### config.mk
export PLATFORM = sky130hd
export DESIGN_NAME = if_fetch
export DESIGN_NICKNAME = d
export VERILOG_FILES = /design/src/rtl/if_fetch.sv
export SDC_FILE = /design/constraint.sdc
export NUM_CORES = 1
export LEC_CHECK = 0
export ABC_AREA = 1
export CORE_MARGIN = 3
export CORE_UTILIZATION = 55
export CTS_CLUSTER_DIAMETER = 100
export CTS_CLUSTER_SIZE = 8
export DETAILED_ROUTE_END_ITERATION = 7
export PLACE_DENSITY_LB_ADDON = 0.05
export SYNTH_ARGS = -nofsm -noshare
export SYNTH_HDL_FRONTEND = slang
export SYNTH_SLANG_ARGS = --single-unit
### constraint.sdc
create_clock -name clk -period 11 [get_ports clk]
set_input_delay 1.65 -clock clk [delete_from_list [all_inputs] [get_ports clk]]
set_output_delay 1.65 -clock clk [all_outputs]
set_load 0.1 [all_outputs]
### src/rtl/if_fetch.sv
// rtl/if_fetch.sv - instruction fetch stage with IF/ID register and response FIFO
// Optional feature macro IF_PERF_EN adds perf_fetch_o/perf_bubble_o counters.
module if_fetch #(
  parameter logic [31:0] RESET_PC  = 32'h0000_0000,
  parameter int          BUF_DEPTH = 2
) (
  input  logic        clk,
  input  logic        rst,
  input  logic        stall_i,
  input  logic        redirect_i,
  input  logic [31:0] redirect_pc_i,
  output logic        rom_ce_o,
  output logic [31:0] rom_addr_o,
  input  logic        rom_ack_i,
  input  logic [31:0] rom_data_i,
  output logic [31:0] id_pc_o,
  output logic [31:0] id_inst_o,
  output logic        id_valid_o
`ifdef IF_PERF_EN
  ,
  output logic [31:0] perf_fetch_o,
  output logic [31:0] perf_bubble_o
`endif
);
  localparam int PTR_W = $clog2(BUF_DEPTH);
  localparam int CNT_W = PTR_W + 1;
  localparam logic [0:0] S_IDLE = 1'b0;
  localparam logic [0:0] S_REQ  = 1'b1;

  logic [0:0]       state_q, state_d;
  logic [31:0]      addr_q, addr_d;
  logic [31:0]      fetch_pc_q, fetch_pc_d;
  logic             drop_q, drop_d;
  logic [CNT_W-1:0] count_q, count_d;
  logic [PTR_W-1:0] rd_ptr_q, rd_ptr_d, wr_ptr_q, wr_ptr_d;
  logic [31:0]      buf_pc_q   [BUF_DEPTH];
  logic [31:0]      buf_inst_q [BUF_DEPTH];
  logic [31:0]      id_pc_q, id_pc_d, id_inst_q, id_inst_d;
  logic             id_valid_q, id_valid_d;
  logic             ack_fire, ack_take, push, pop, bypass;
  logic [31:0]      redirect_pc_al;

  always_comb begin
    redirect_pc_al = redirect_pc_i & ~32'h3;
    ack_fire = (state_q == S_REQ) && rom_ack_i;
    ack_take = ack_fire && !drop_q && !redirect_i;
    pop      = !redirect_i && !stall_i && (count_q != '0);
    bypass   = !redirect_i && !stall_i && (count_q == '0) && ack_take;
    push     = ack_take && !bypass;

    rd_ptr_d = rd_ptr_q;
    wr_ptr_d = wr_ptr_q;
    count_d  = count_q;
    if (redirect_i) begin
      rd_ptr_d = '0;
      wr_ptr_d = '0;
      count_d  = '0;
    end else begin
      if (pop)  rd_ptr_d = rd_ptr_q + PTR_W'(1);
      if (push) wr_ptr_d = wr_ptr_q + PTR_W'(1);
      count_d = count_q + CNT_W'(push) - CNT_W'(pop);
    end

    if (redirect_i)    fetch_pc_d = redirect_pc_al;
    else if (ack_take) fetch_pc_d = fetch_pc_q + 32'd4;
    else               fetch_pc_d = fetch_pc_q;

    // A request caught mid-flight by a redirect must still complete; its data is thrown away.
    if (redirect_i)    drop_d = (state_q == S_REQ) && !rom_ack_i;
    else if (ack_fire) drop_d = 1'b0;
    else               drop_d = drop_q;

    // Issue only when the eventual response is guaranteed a FIFO slot even if decode stalls.
    state_d = state_q;
    addr_d  = addr_q;
    if ((state_q == S_IDLE) || ack_fire) begin
      if (count_d < CNT_W'(BUF_DEPTH)) begin
        state_d = S_REQ;
        addr_d  = fetch_pc_d;
      end else begin
        state_d = S_IDLE;
      end
    end

    id_pc_d    = id_pc_q;
    id_inst_d  = id_inst_q;
    id_valid_d = id_valid_q;
    if (redirect_i) begin
      id_inst_d  = 32'h0;
      id_valid_d = 1'b0;
    end else if (!stall_i) begin
      if (pop) begin
        id_pc_d    = buf_pc_q[rd_ptr_q];
        id_inst_d  = buf_inst_q[rd_ptr_q];
        id_valid_d = 1'b1;
      end else if (bypass) begin
        id_pc_d    = addr_q;
        id_inst_d  = rom_data_i;
        id_valid_d = 1'b1;
      end else begin
        id_inst_d  = 32'h0;
        id_valid_d = 1'b0;
      end
    end
  end

  always_ff @(posedge clk) begin
    if (rst) begin
      state_q    <= S_IDLE;
      addr_q     <= RESET_PC;
      fetch_pc_q <= RESET_PC;
      drop_q     <= 1'b0;
      count_q    <= '0;
      rd_ptr_q   <= '0;
      wr_ptr_q   <= '0;
      id_pc_q    <= 32'h0;
      id_inst_q  <= 32'h0;
      id_valid_q <= 1'b0;
    end else begin
      state_q    <= state_d;
      addr_q     <= addr_d;
      fetch_pc_q <= fetch_pc_d;
      drop_q     <= drop_d;
      count_q    <= count_d;
      rd_ptr_q   <= rd_ptr_d;
      wr_ptr_q   <= wr_ptr_d;
      id_pc_q    <= id_pc_d;
      id_inst_q  <= id_inst_d;
      id_valid_q <= id_valid_d;
    end
  end

  always_ff @(posedge clk) begin
    if (push) begin
      buf_pc_q[wr_ptr_q]   <= addr_q;
      buf_inst_q[wr_ptr_q] <= rom_data_i;
    end
  end

  assign rom_ce_o   = (state_q == S_REQ);
  assign rom_addr_o = addr_q;
  assign id_pc_o    = id_pc_q;
  assign id_inst_o  = id_inst_q;
  assign id_valid_o = id_valid_q;

`ifdef IF_PERF_EN
  logic [31:0] perf_fetch_q, perf_bubble_q;
  logic        load_bubble;

  assign load_bubble = redirect_i || (!stall_i && !pop && !bypass);

  always_ff @(posedge clk) begin
    if (rst) begin
      perf_fetch_q  <= 32'h0;
      perf_bubble_q <= 32'h0;
    end else begin
      if (ack_take)                perf_fetch_q  <= perf_fetch_q + 32'd1;
      if (!stall_i && load_bubble) perf_bubble_q <= perf_bubble_q + 32'd1;
    end
  end

  assign perf_fetch_o  = perf_fetch_q;
  assign perf_bubble_o = perf_bubble_q;
`endif
endmodule

; Word-level counts from Yosys, hierarchy flattened
; Memories as Yosys holds them, arrays and structs flattened. A register that Yosys moved wholly into a read port is not among the register bits.
; Index checks and enable logic that the tools add are counted.
[op_classes]
n_addsub = 5
reduce_logical = 22
n_lt_le_gt_ge = 1
n_div = 0
shift = 0
bitwise_logic = 3
multipliers = 0
n_eq_ne = 0
mux = 18
[ops]
columns = op, count
row1 = $mux W32, 6
row2 = $add A32 B3 Y32 const B, 1
row3 = $mux W1, 11
row4 = $logic_and A1 B1 Y1, 9
row5 = $reduce_bool A2 Y1, 3
row6 = $logic_not A1 Y1, 5
row7 = $not A1 Y1, 3
row8 = $reduce_and A3 Y1, 1
row9 = $add A1 B1 Y1 const B, 2
row10 = $add A2 B1 Y2, 1
row11 = $logic_not A2 Y1, 1
row12 = $lt A2 B2 Y1 const B, 1
row13 = $mux W2, 1
row14 = $reduce_and A2 Y1, 1
row15 = $reduce_or A2 Y1, 1
row16 = $sub A2 B1 Y2, 1
row17 = $logic_or A1 B1 Y1, 1
[totals]
register_bits = 135
latchBits = 0
elab_cells = 61
n_memories = 2
romBits = 0
mem_bits_rw = 128
[memory_table]
columns = name, depth, word_bits, read_ports, rd_ports_with_merged_regs, write_ports, line
row1 = buf_inst_q, 2, 32, 1, 1, 1, 37  ; logic [31:0] buf_inst_q [BUF_DEPTH];
row2 = buf_pc_q, 2, 32, 1, 1, 1, 36  ; logic [31:0] buf_pc_q [BUF_DEPTH];

; Longest topological paths before layout
[depth]
word_depth = 11
depth_mapped = 18
ltp_nobuf = 16

; Worst setup path before layout
; OpenSTA, ideal clock, no wires.
[synth_path]
path_type = input port to flip-flop
start = in rom_ack_i
end = mem buf_inst_q[1][0] (enable)
required_ps = 10511
setup_ps = 489
arrival_ps = 4900
setup_slack_ps = 5611
path_buffers = 0
stages = 6
cell_sequence = nand2_1 inv_2 nand2_2 nor2_1 inv_1 nor2_1
[synth_via]
elab_chain_cells = 8
[synth_rtl]
columns = item, line
row1 = start: declaration, 14  ; input logic rom_ack_i,
row2 = $logic_and A1 B1 Y1 *, 45  ; ack_fire = (state_q == S_REQ) && rom_ack_i;
row3 = $logic_and A1 B1 Y1 * (2 in a row), 46  ; ack_take = ack_fire && !drop_q && !redirect_i;
row4 = $logic_and A1 B1 Y1, 48  ; bypass = !redirect_i && !stall_i && (count_q == '0) && ack_take;
row5 = $logic_not A1 Y1, 49  ; push = ack_take && !bypass;
row6 = $logic_and A1 B1 Y1 *, 49
row7 = $mux W1 *, 134  ; if (push) begin
row8 = $mux W1 (not written as such) *, 136  ; buf_inst_q[wr_ptr_q] <= rom_data_i;
row9 = end: declaration, 37
; Mark *: on every way between the ends. The rest lies on a longest branch, timed or not.

; Worst setup path in the final report
[layout_path]
start = in redirect_i
end = reg addr_q[14] (netlist: rom_addr_o[14])
[layout_via]
elab_chain_cells = 11
[layout_rtl]
columns = item, line
row1 = start: declaration, 10  ; input logic redirect_i,
row2 = $logic_not A1 Y1, "46, 47, 48"
row3 = $logic_and A1 B1 Y1, "47, 48"
row4 = $logic_and A1 B1 Y1 (2 in a row), 48
row5 = $logic_not A1 Y1, 49
row6 = $logic_and A1 B1 Y1, 49
row7 = $add A2 B1 Y2, 61  ; count_d = count_q + CNT_W'(push) - CNT_W'(pop);
row8 = $sub A2 B1 Y2, 61
row9 = $mux W2, 54  ; if (redirect_i) begin
row10 = $lt A2 B2 Y1, 77  ; if (count_d < CNT_W'(BUF_DEPTH)) begin
row11 = $reduce_and A2 Y1 (no line), -
row12 = end signal: assignment, 121  ; addr_q <= addr_d;
row13 = end: declaration, 31  ; logic [31:0] addr_q, addr_d;
; Parallel ways exist; a longest one is shown, timed or not.
; A chain may end at the register's enable or synchronous reset.

==> impl_metrics.toml <==
[outcome]
run_status = "complete, no violations"

[worst_setup_path]
crit-reg2reg-capture = "rom_addr_o[14]$_SDFFE_PP0P_"
path_class = "in2reg"
endpoint = "rom_addr_o[14]$_SDFFE_PP0P_"
worstPathArrival_ps = 5390
worst_r2r_startpoint = "count_q[1]$_SDFF_PP0_"
r2r.worst_path.cells = 14
timing.critical_path.required_ps = 11400
cp-start-kind = "input port"
critical_path.max_fanout = 71
crit_start = "redirect_i"
cp-end-kind = "register"
ff2ff_setup_slack_ps = 7900

[clocking]
tritoncts_num_sinks = 264
cts_max_level = 2
cts.path.max_buffers = 3
post-cts-setup-buffer-count = 0
tritoncts = "built"
clk_transition_reported_paths_ps = 50
root_buffer = "clkbuf_16"
worstSkewPairLatency_ps = 500
cts-buffers-inserted = 38
ctsHoldBuffers = 0
cts_repair_resize_count = 0

[floorplan]
floorplan.die_area_um2 = 21180
die_w_um = 145.5
design.portCount = 167
die_y_um = 145.5
fp.coreArea_um2 = 18890
placement_rows = 50
starting_density_of_the_core_pct = 56.68

[global_routing]
overflow = 0
maximum_number_of_pins_on_one_net_before_global_route_repair = 97
grt_first_pass_wirelength_um = 41340
first_global_vias = 8188
grt_usage_pct = 23.75
antenna_found_initial = 1

[route]
route.detailed.drc = 0
route.final.wire_length_um = 25440
first_iter_violations = 502
dr_total_vias = 8261
avgRoutedWirePerCell_um = 16.29
dr.pass1.iters = 5
ant_nets = 0
route.detailed.vias_per_inst = 5.289

[sta]
final_hold_viol_count = 0
finClkSkew_ps = 20.38
setup-violations-final = 0
min_period_ps = 4985
maxSlewHeadroom_pct = 20.28
tns_setup_ps = 0
worst_slew_pin_slew_ps = 1189
fmax_ghz = 0.2006
period_share_pct = 45.32
drv_slew = 0
rsz0062_at_grt = "false"

[pwr]
leakage_nw = 5.007
power.ir.vdd_worst_v = 0.0001197
p_per_area_nw_per_um2 = 175.7

[hold_path]
min-delay-path-class = "reg2reg"

[logic_synthesis]
synth_nets = 1184
synth_cell_type_count = 41
ys_seq_area_share_pct = 61.32
synth-main-ff-cell = "dfxtp_1"
synth.ff_latch_count = 264
edff_count_synth = 128
yosysWarningCount = 0
asyncSetResetFlopFracSynth_pct = 0
syn_area_um2 = 10710
post_synth_inst_count = 1113
postSynthAreaPerCell_um2 = 9.622

[job]
drv.max_cap_violation_count = 0

[placed_design]
dp_hpwl_um = 15810
numPortBuffers = 164
gp_congestion = 0.9342

[final_layout]
post-route-util_pct = 72.25
fillerInstances = 1465
most-common-layout-cells = "308 x nand2_1, 164 x clkdlybuf4s50_1, 135 x dfxtp_1"
fin_nets = 1343
drive_above_1_share_pct = 8.455
leading_cell_type_in_the_layout_fill_and_taps_excluded = "nand2_1"
area_growth_syn_to_layout_pct = 27.47
[how the worst min path moves through the flow]
stage / from / endpoint / slack [ps] / depth (start not counted)
2_1_floorplan: fetch_pc_q[0]$_SDFF_PP0_ / fetch_pc_q[0]$_SDFF_PP0_ / 420 / 2
3_3_place_gp: rd_ptr_q$_SDFFE_PP0N_ / register / 420 / 1
3_5_place_dp: fetch_pc_q[0]$_SDFF_PP0_ / fetch_pc_q[0]$_SDFF_PP0_ / 430 / 2
4_1_cts: rd_ptr_q$_SDFFE_PP0N_ / register / 430 / 1
5_1_grt: rd_ptr_q$_SDFFE_PP0N_ / register / 460 / 1
6_report: rd_ptr_q$_SDFFE_PP0N_ / register / 430 / 1
[cell usage after synthesis, types with 3 or more instances]
cell type | n | area share, %
dfxtp_1 | 136 | 25
buf_2 | 13 | 0.61
xor2_1 | 5 | 0.41
a31oi_1 | 65 | 3.8
a21oi_1 | 21 | 0.98
nor2_1 | 89 | 3.1
nor2_2 | 4 | 0.23
or2_2 | 4 | 0.23
nand2_4 | 3 | 0.32
o21ai_0 | 43 | 2.0
nor3_1 | 5 | 0.23
o21bai_1 | 5 | 0.35
inv_1 | 84 | 2.9
buf_1 | 8 | 0.28
nor2_4 | 3 | 0.32
nand4_1 | 10 | 0.58
inv_2 | 6 | 0.21
nand2_1 | 308 | 11
edfxtp_1 | 128 | 36
clkbuf_1 | 29 | 1.0
or2_0 | 4 | 0.23
o211ai_1 | 33 | 2.3
nand3_1 | 51 | 2.4
mux2_2 | 32 | 3.4
buf_6 | 3 | 0.32
[sequential cells by signal, indices dropped and copies added, names as in the netlist, named ones only]
| name | cells |
|---|---|
| buf_inst_q | 64 |
| buf_pc_q | 64 |
| fetch_pc_q | 32 |
| id_inst_o | 32 |
| id_pc_o | 32 |
| rom_addr_o | 32 |
| count_q | 2 |
| drop_q | 1 |
| id_valid_o | 1 |
| rd_ptr_q | 1 |
| rom_ce_o | 1 |
| wr_ptr_q | 1 |
[worst max-delay path: stages]
cell             delay, ps
clkdlybuf4s50_1        390
buf_4                  220
inv_2                  470
nand2_4                140
nor2_8                 820
nand2_1                150
o21ai_0                130
ha_1                   190
xnor2_1                140
inv_1                   60
nand3_1                 80
nand3_2                100
nand2_4                130
inv_2                  220
or2_2                  360
nand2_1                 80
inv_1                   40
[power breakdown]
group          internal [mW]  total [mW]  switching (mW)
Sequential              1.06        1.09          0.0247
Combinational         0.0661       0.229           0.163
Clock                  0.687        1.08           0.395
Total                   1.81        2.40           0.583
[logic make-up (layout without fill, tap and decap cells)]
kind of cell | Yosys count | count (layout) | share of synthesized area, %
AOI/OAI and AO/OA | 172 | 172 | 9.791
buffers and inverters | 146 | 334 | 5.503
adders and majority gates | 2 | 2 | 0.2336
xor gates and xnor gates | 6 | 6 | 0.4907
other | 0 | 1 | 0
and+or+nand+nor | 491 | 491 | 19.30
DFF | 264 | 264 | 61.32
muxes | 32 | 32 | 3.365
[through the flow]
step / hold slack [ps] / setup slack, ps / instances / area (um2) / power (mW)
after global placement: 423.0 / 5562 / 1492 / 12520 / 1.331
after CTS: 430.6 / 5985 / 1561 / 13650 / 2.418
after floorplan: 415.3 / 5611 / 1113 / 10710 / 1.257
after detailed placement: 431.3 / 5514 / 1492 / 12520 / 1.335
after global routing: 460.2 / 5624 / 1562 / 13650 / 2.482
final: 425.7 / 6015 / 1562 / 13650 / 2.398
[final cells by class]
cell class	instances	area (um2)	share of cell area (%)
multi-input cells	703	3568	26.14
inverters	93	351.6	2.576
well taps	260	325.3	2.383
diodes	1	2.502	0.01833
clock buffers	69	1131	8.286
repair buffers	172	1702	12.47
flip-flops and latches	264	6570	48.13
[layer usage]
metal	wire [um]	track usage, %	part of all wire, %	up-vias
li1	-	-	-	4086
met1	10970	30.24	43	3897
met2	12600	41.74	50	242
met3	1374	4.080	5.4	36
met4	490	7.265	1.9	0
met5	0	0	0	-
No activity file was read; power rests on OpenSTA's default activity.
